===== src/rtl/pci_arbiter_rr_if.sv =====
// REQ#/GNT# pairs and the global FRAME#/IRDY# seen by the central arbiter (all active-low).
interface pci_arbiter_rr_if #(
  parameter int N_MASTERS = 8
);
  logic [N_MASTERS-1:0] REQ;
  logic [N_MASTERS-1:0] GNT;
  logic                 FRAME;
  logic                 IRDY;

  modport master (output REQ, output FRAME, output IRDY, input GNT);
  modport slave  (input REQ, input FRAME, input IRDY, output GNT);
endinterface


===== src/rtl/pci_arbiter_rr.sv =====
// Central PCI arbiter: fixed-priority or round-robin, hidden arbitration,
// bus parking and a grant-idle timeout that masks masters that never start.
module pci_arbiter_rr #(
  parameter  int N_MASTERS    = 8,
  parameter  int MODE         = 1,
  parameter  int PARK_MASTER  = 0,
  parameter  int IDLE_TIMEOUT = 16,
  localparam int OW           = (N_MASTERS > 1) ? $clog2(N_MASTERS) : 1
) (
  input  logic                   clk,
  input  logic                   RST,
  pci_arbiter_rr_if.slave        bus,
  output logic [OW-1:0]          owner,
  output logic                   owner_valid,
  output logic                   timeout_pulse
);

  typedef enum logic [1:0] {S_PARK, S_GRANT, S_BUSY, S_SWITCH} state_t;

  localparam int unsigned   NM       = N_MASTERS;
  localparam logic [OW-1:0] PARK_IDX = OW'(PARK_MASTER);
  localparam logic [7:0]    TO_LAST  = 8'(IDLE_TIMEOUT - 1);

  state_t state, state_d;

  logic [N_MASTERS-1:0] gnt, gnt_d, mask, mask_d, req_eff;
  logic [OW-1:0]        g, g_d, rr_ptr, rr_ptr_d, owner_d, win_idx, target;
  logic [7:0]           cnt, cnt_d;
  logic                 prev_idle, idle, start, fire;
  logic                 win_found, target_park, owner_valid_d, pulse_d;

  assign bus.GNT = gnt;
  assign idle    = bus.FRAME & bus.IRDY;
  assign req_eff = ~bus.REQ & ~mask;

  // A start needs an idle previous cycle and a grant that was already driven.
  assign start = prev_idle & ~bus.FRAME & (state != S_SWITCH);

  always_comb begin
    int unsigned   idx;
    logic [OW-1:0] idx_o;
    win_found = 1'b0;
    win_idx   = '0;
    idx       = 0;
    idx_o     = '0;
    for (int unsigned k = 0; k < NM; k++) begin
      idx   = (MODE == 0) ? k : ((32'(rr_ptr) + 32'd1 + k) % NM);
      idx_o = OW'(idx);
      if (!win_found && req_eff[idx_o]) begin
        win_found = 1'b1;
        win_idx   = idx_o;
      end
    end
  end

  assign target      = win_found ? win_idx : PARK_IDX;
  assign target_park = ~win_found;
  assign fire        = (state == S_GRANT) & idle & ~target_park & (target == g) & (cnt == TO_LAST);

  always_ff @(posedge clk or negedge RST) begin
    if (!RST) state <= S_SWITCH;
    else      state <= state_d;
  end

  always_comb begin
    state_d = state;
    case (state)
      S_SWITCH: begin
        if (owner_valid && !idle) state_d = S_BUSY;
        else                      state_d = target_park ? S_PARK : S_GRANT;
      end
      S_PARK: begin
        if (start)              state_d = S_BUSY;
        else if (target != g)   state_d = S_SWITCH;
        else if (!target_park)  state_d = S_GRANT;
      end
      S_GRANT: begin
        if (start)              state_d = S_BUSY;
        else if (fire)          state_d = S_SWITCH;
        else if (target != g)   state_d = S_SWITCH;
        else if (target_park)   state_d = S_PARK;
      end
      S_BUSY: begin
        // Hidden arbitration: the grant may move while the owner keeps the bus.
        if (target != g)        state_d = S_SWITCH;
        else if (idle)          state_d = target_park ? S_PARK : S_GRANT;
      end
      default:                  state_d = S_SWITCH;
    endcase
  end

  always_comb begin
    gnt_d = gnt;
    g_d   = g;
    if (state_d == S_SWITCH) begin
      gnt_d = '1;
    end else if (state == S_SWITCH) begin
      gnt_d         = '1;
      gnt_d[target] = 1'b0;
      g_d           = target;
    end

    owner_d       = start ? g : owner;
    rr_ptr_d      = start ? g : rr_ptr;
    owner_valid_d = start ? 1'b1 : (idle ? 1'b0 : owner_valid);
    pulse_d       = fire;

    mask_d = mask & ~bus.REQ;
    if (fire) mask_d[g] = 1'b1;

    if (state == S_GRANT && state_d == S_GRANT) cnt_d = idle ? cnt + 8'd1 : cnt;
    else                                        cnt_d = '0;
  end

  always_ff @(posedge clk or negedge RST) begin
    if (!RST) begin
      gnt           <= '1;
      g             <= '0;
      owner         <= '0;
      owner_valid   <= 1'b0;
      timeout_pulse <= 1'b0;
      mask          <= '0;
      rr_ptr        <= OW'(N_MASTERS - 1);
      cnt           <= '0;
      prev_idle     <= 1'b1;
    end else begin
      gnt           <= gnt_d;
      g             <= g_d;
      owner         <= owner_d;
      owner_valid   <= owner_valid_d;
      timeout_pulse <= pulse_d;
      mask          <= mask_d;
      rr_ptr        <= rr_ptr_d;
      cnt           <= cnt_d;
      prev_idle     <= idle;
    end
  end

endmodule


===== src/flat_wrapper.sv =====
// flat-port wrapper written by rule: the top's interface ports become plain ports
module pci_arbiter_rr_flat 
#(
  parameter  int N_MASTERS    = 8,
  parameter  int MODE         = 1,
  parameter  int PARK_MASTER  = 0,
  parameter  int IDLE_TIMEOUT = 16,
  localparam int OW           = (N_MASTERS > 1) ? $clog2(N_MASTERS) : 1
)
  (clk, RST, owner, owner_valid, timeout_pulse, bus_REQ, bus_FRAME, bus_IRDY, bus_GNT);
  pci_arbiter_rr_if #(.N_MASTERS(N_MASTERS)) bus_i ();
  input  logic clk;
  input  logic RST;
  output logic [OW-1:0] owner;
  output logic owner_valid;
  output logic timeout_pulse;
  input wire logic [$bits(bus_i.REQ)-1:0] bus_REQ;
  input wire logic [$bits(bus_i.FRAME)-1:0] bus_FRAME;
  input wire logic [$bits(bus_i.IRDY)-1:0] bus_IRDY;
  output wire logic [$bits(bus_i.GNT)-1:0] bus_GNT;
  assign bus_i.REQ = bus_REQ;
  assign bus_i.FRAME = bus_FRAME;
  assign bus_i.IRDY = bus_IRDY;
  assign bus_GNT = bus_i.GNT;
  pci_arbiter_rr #(.N_MASTERS(N_MASTERS), .MODE(MODE), .PARK_MASTER(PARK_MASTER), .IDLE_TIMEOUT(IDLE_TIMEOUT)) u_core (.clk(clk), .RST(RST), .bus(bus_i), .owner(owner), .owner_valid(owner_valid), .timeout_pulse(timeout_pulse));
endmodule

===== config.mk =====
export PLATFORM = sky130hd
export DESIGN_NAME = pci_arbiter_rr_flat
export DESIGN_NICKNAME = d
export VERILOG_FILES = /design/src/rtl/pci_arbiter_rr_if.sv /design/src/rtl/pci_arbiter_rr.sv /design/src/flat_wrapper.sv
export SDC_FILE = /design/constraint.sdc
export NUM_CORES = 1
export LEC_CHECK = 0
export BUFFER_PORTS_ARGS = -buffer_cell sky130_fd_sc_hd__buf_2
export CORE_AREA = 5 5 102 104
export DETAILED_ROUTE_END_ITERATION = 7
export DIE_AREA = 0 0 107 109
export PLACE_DENSITY = 0.53
export SLEW_MARGIN = 20
export SYNTH_ARGS = -nofsm -noshare
export SYNTH_HDL_FRONTEND = slang
export SYNTH_SLANG_ARGS = --single-unit

===== constraint.sdc =====
create_clock -name clk -period 11.7 [get_ports clk]
set_input_delay 1.17 -clock clk [delete_from_list [all_inputs] [get_ports clk]]
set_output_delay 1.17 -clock clk [all_outputs]
set_load 0.02 [all_outputs]

==> impl_metrics.ini, run 1 <==
[final_layout]
drive_gt1_frac = 0.223
nFillCells = 1001
multi_input_area_mm2 = 0.00169
regArea_um2 = 968
final_nets = 332
area_growth_pct = 12.3
num_antenna_cells = 0

[sta]
drv_slew = 0
period_minus_slack_ps = 5160
hold_viol_final = 0
fin_tns_setup_ps = 0
grt_setup_unrepaired = no
fin_ws_ps = 6540
fin_skew_ps = 8.23
max_freq_mhz = 194
tightest_slew_ps = 903
maxSlewHeadroom = 0.394
final.period_utilization = 0.441
hold_ws_ps = 477
setup_viol_count_final = 0

[logic_synthesis]
ys_ff_latch = 38
synth_warnings = 0
synth_top_area_frac = 0.217
yosys.area.top_type = dfrtp_1
synthDistinctLibCells = 67
synth.most_common_cell = nand2_1
synth_ff_type = dfrtp_1
synth.net_count = 313
synth_common_cells = 33 x nand2_1, 24 x dfrtp_1, 22 x nor2_1
synth_area_mm2 = 0.00276
avgSynthCellArea_um2 = 9.27
synthTopCellsByArea = dfrtp_1 22%, dfstp_2 13%, nand2_1 4.5%, mux4_2 4.1%, nor3_1 3.6%
ys_seq_area_frac = 0.350
synth_edf_count = 0
synthCells = 298
synthArstFlopShare = 1.00

[die]
placeableCoreArea_mm2 = 0.00946
dieArea_mm2 = 0.0117
rows = 36
die_w_um = 107
die_h_um = 109
ios = 25
start_util = 0.292

[clocking]
root_buffer = clkbuf_8
cts_buffers = 5
clk_pin_slew_worst_paths_ps = 80
cts_hold_buf = 0
h-tree-depth = 2
insertion_delay_ps = 290
cts_sinks = 38
cts_resized = 0
cts_tree = yes
cts_max_path_buffers = 2
postCtsSetupBuffers = 0

[setup_path]
rrSetupSlack_ps = 6540
reg2reg_depth = 11
crit_start = u_core.rr_ptr[0]
startpoint_type = register
crit_fanout = 31
crit_required_ps = 11890
slowest_stage = dfstp_2
cp.arrival_ps = 5350
end_kind = register
cpPeakStageDelay_ps = 900
r2r_end = u_core.bus.GNT[5]
crit_type = reg -> reg
crit_end = u_core.bus.GNT[5]
r2r-start = u_core.rr_ptr[0]
crit_chain = inv_1 > ha_1 > nor4b_1 > or4_1 > mux2_4 > or3_4 > or4_4 > and4_4 > nor4_4 > o21a_1 > o211ai_1

[global_routing]
grt_pass1_vias = 2363
grt_usage = 0.131
overflow = 0
grt_pass1_wl_um = 12200
grt_max_degree = 39
antenna_found_initial = 0

[detailed_routing]
wirelength_um = 7290
vias_per_cell = 5.61
vias = 2424
drt-pass1-iter-count = 5
drt-initial-drc-count = 121
drcViolationCount = 0
drtAntennaViolNets = 0
wl_per_cell_um = 16.9

[hold_path]
hp-class = reg -> reg
hp-start = u_core.rr_ptr[1]

[place]
globalplace.congestion = 0.814
port_buffers = 24
dp_hpwl_um = 5470
pre_cts_slack_ps = 6580

[flow_run]
maxCapViolCount = 0

[status]
status = complete, no violations
[cell type report]
type | instances | area share
repair buffers | 24 | 0.0387
clock buffers | 5 | 0.0222
flip-flops and latches | 38 | 0.312
multi-input cells | 235 | 0.543
inverters | 13 | 0.0157
clock inverters | 3 | 0.0222
well taps | 114 | 0.0460
[how the worst min path moves through the flow]
stage | to | slack, ps | depth (start not counted)
finish | u_core.rr_ptr[1] | 480 | 2
global route | u_core.rr_ptr[1] | 490 | 2
CTS | u_core.rr_ptr[1] | 480 | 2
detailed placement | u_core.rr_ptr[1] | 460 | 2
global placement | u_core.owner[0] | 460 | 2
floorplan | u_core.rr_ptr[1] | 450 | 2
[through the flow]
step | cell area [um2] | util | instances
3_3_place_gp | 2970 | 0.313 | 424
3_5_place_dp | 2970 | 0.313 | 424
4_1_cts | 3100 | 0.328 | 432
5_1_grt | 3100 | 0.328 | 432
2_1_floorplan | 2760 | - | 298
6_report | 3100 | 0.328 | 432
[routing by layer]
layer / track usage / part of all wire
met5: 0 / 0
met4: 0.0384 / 0.011
met3: 0.0172 / 0.036
met1: 0.178 / 0.46
met2: 0.218 / 0.49
[cells by family after synthesis]
kind of cell / count (synthesis) / share of synthesized area
buffers and inverters: 25 / 0.0398
AND/OR/NAND/NOR: 128 / 0.252
multiplexers: 13 / 0.0847
AO/OA/AOI/OAI: 80 / 0.214
adder cells (fa/ha/maj): 3 / 0.0136
flip-flops: 38 / 0.350
XOR/XNOR: 11 / 0.0453
[placed cells by master (no fill, tap or decap), types with 6 or more instances in the layout]
cell,netlist,final
or2_2,6,6
buf_2,1,24
nand2_1,33,33
nor3_1,20,20
nand2b_1,6,6
inv_1,11,11
nor2_1,22,22
o22ai_1,8,8
o211ai_1,11,11
dfstp_2,14,14
dfrtp_1,24,24
o21ai_0,11,11
a21oi_1,8,8
[state kept, by name (all words and copies together), names as in the netlist]
| register | flops |
|---|---|
| u_core.prev_idle | 1 |
| u_core.g | 3 |
| u_core.state | 2 |
| u_core.rr_ptr | 3 |
| u_core.owner | 3 |
| u_core.timeout_pulse | 1 |
| u_core.mask | 8 |
| u_core.bus.GNT | 8 |
| u_core.cnt | 8 |
| u_core.owner_valid | 1 |
[critical path, delay by kind of cell (launching register included)]
family | cells | cell delay, ps
AOI/OAI and AO/OA | 2 | 560
and+or+nand+nor | 6 | 2260
buffers and inverters | 1 | 180
muxes | 1 | 330
DFF | 1 | 900
adders and majority gates | 1 | 810
Power of run 1 is left out: the tool's default activity adds up to more than one toggle a clock period on the data nets, which glitch-free logic cannot reach.
==> run 2: changes to the inputs <==
ABC_AREA = 1   (was not set)
CORE_AREA = 5 5 101 103   (was 5 5 102 104)
DIE_AREA = 0 0 106 108   (was 0 0 107 109)
PLACE_DENSITY = 0.54   (was 0.53)
clock period = 4.52 ns   (was 11.7 ns; I/O delays follow)
==> run 2 against run 1 <==
  * Critical path depth is 8 higher
  * Synthesized area is 3.2% lower
  * Largest cell class unchanged
  * First-iteration DRC count is 9.1% lower
  * Worst setup slack worse by 5900 ps
  * Register-to-register slack worse by 5900 ps
  * Design area is 3.6% lower
==> impl_metrics.ini, run 2 <==
[global_routing]
grt_max_degree = 39
grt_pass1_vias = 2511
grt_pass1_wl_um = 11800
overflow = 0
antenna_found_initial = 0
grt_usage = 0.126

[detailed_routing]
vias_per_cell = 4.88
wl_per_cell_um = 12.9
drt-pass1-iter-count = 4
drtAntennaViolNets = 0
vias = 2561
drcViolationCount = 0
drt-initial-drc-count = 110
wirelength_um = 6790

[setup_path]
cp.arrival_ps = 4090
crit_required_ps = 4740
startpoint_type = register
crit_fanout = 14
end_kind = register
crit_type = reg -> reg

[logic_synthesis]
synthArstFlopShare = 1.00
synthDistinctLibCells = 31
ys_seq_area_frac = 0.362
synth_area_mm2 = 0.00268
synth_top_area_frac = 0.225
ys_ff_latch = 38
synthTopCellsByArea = dfrtp_1 22%, nand2_1 19%, dfstp_2 14%, nand3_1 8.8%, inv_1 4.9%
avgSynthCellArea_um2 = 6.91
synth.net_count = 402
synth_edf_count = 0
yosys.area.top_type = dfrtp_1
synth.most_common_cell = nand2_1
synthCells = 387
synth_warnings = 0
synth_common_cells = 133 x nand2_1, 47 x nand3_1, 35 x inv_1
synth_ff_type = dfrtp_1

[place]
dp_hpwl_um = 5410
port_buffers = 24
globalplace.congestion = 0.976
dp.cells = 517

[clocking]
postCtsSetupBuffers = 0
cts_hold_buf = 0
cts_tree = yes
insertion_delay_ps = 290
root_buffer = clkbuf_8
clk_pin_slew_worst_paths_ps = 80
cts_sinks = 38
cts_buffers = 5
h-tree-depth = 2
cts_resized = 0
cts_max_path_buffers = 2

[hold_path]
hp-class = in -> async

[die]
rows = 35
dieArea_mm2 = 0.0114
die_h_um = 108
die_w_um = 106
ios = 25
start_util = 0.294
placeableCoreArea_mm2 = 0.00911

[sta]
tightest_slew_ps = 840
fin_skew_ps = 6.62
period_minus_slack_ps = 3870
fin_tns_setup_ps = 0
max_freq_mhz = 258
grt_setup_unrepaired = no
setup_viol_count_final = 0
final.period_utilization = 0.857
maxSlewHeadroom = 0.440
hold_viol_final = 0
drv_slew = 0

[flow_run]
maxCapViolCount = 0

[final_layout]
final_common_cell = nand2_1
area_growth_pct = 11.8
final_cell_mix = 133 x nand2_1, 47 x nand3_1, 35 x inv_1
final_nets = 428
drive_gt1_frac = 0.205
num_antenna_cells = 0
fin_cells = 525

[status]
status = complete, no violations
## run 2: path summary, 6_finish.rpt
kind,start,to,slack (ps),depth (start not counted)
setup reg to reg,u_core.rr_ptr[0],u_core.mask[2],650,19
max in group asynchronous,RST,u_core.mask[3],3720,1
setup / recovery,u_core.rr_ptr[0],u_core.mask[2],650,19
hold reg to reg,u_core.owner[1],u_core.owner[1],470,2
hold / removal,RST,u_core.cnt[2],260,1
min in group clk,bus_REQ[6],u_core.mask[6],340,2
## run 2: critical path: stages (launching register included)
cell and delay (ps):
dfstp_2 660, inv_2 150, ha_1 480, inv_2 220, nand2_1 110, nand2_4 120, nand3_1 130, nand3_2 130
nand2_2 90, nor2_4 110, nand4_2 120, nor2_4 170, nand3_1 150, nand3_2 170, nand2_1 80, nand2_2 100
nand3_4 110, nor4_4 390, nand2_1 170, o21ai_1 110
## run 2: metrics by stage
step	hold WS (ps)	utilization	area, um2	worst slack [ps]
after detailed placement	458	0.318	2900	711
after global placement	457	0.318	2900	794
after global routing	322	0.328	2990	281
final	264	0.328	2990	648
after floorplan	156	-	2680	1510
after CTS	296	0.328	2990	675
## run 2: cells by family (layout without fill, tap and decap cells)
kind of cell / after synthesis / in the layout / synth area share
and+or+nand+nor: 260 / 260 / 0.464
buffers and inverters: 46 / 73 / 0.0702
DFF: 38 / 38 / 0.362
AOI/OAI and AO/OA: 32 / 32 / 0.0627
xor gates and xnor gates: 7 / 7 / 0.0229
adders and majority gates: 3 / 3 / 0.0140
muxes: 1 / 1 / 0.00374
## run 2: final cells by class
class / count / area [um2]
Fill cell: 1012 / 6120
Multi-Input combinational cell: 303 / 1520
Sequential cell: 38 / 968
Inverter: 41 / 154
Tap cell: 111 / 139
Timing Repair Buffer: 24 / 120
Clock buffer: 7 / 86.3
Clock inverter: 1 / 5.00
## run 2: layer usage
metal,GRT usage,vias up,wire length (um)
met5,0,-,0
met4,0.0472,0,147
met3,0.0191,12,255
met2,0.211,54,3170
met1,0.164,1192,3220
li1,-,1303,-
Power of run 2 is left out for the same reason.
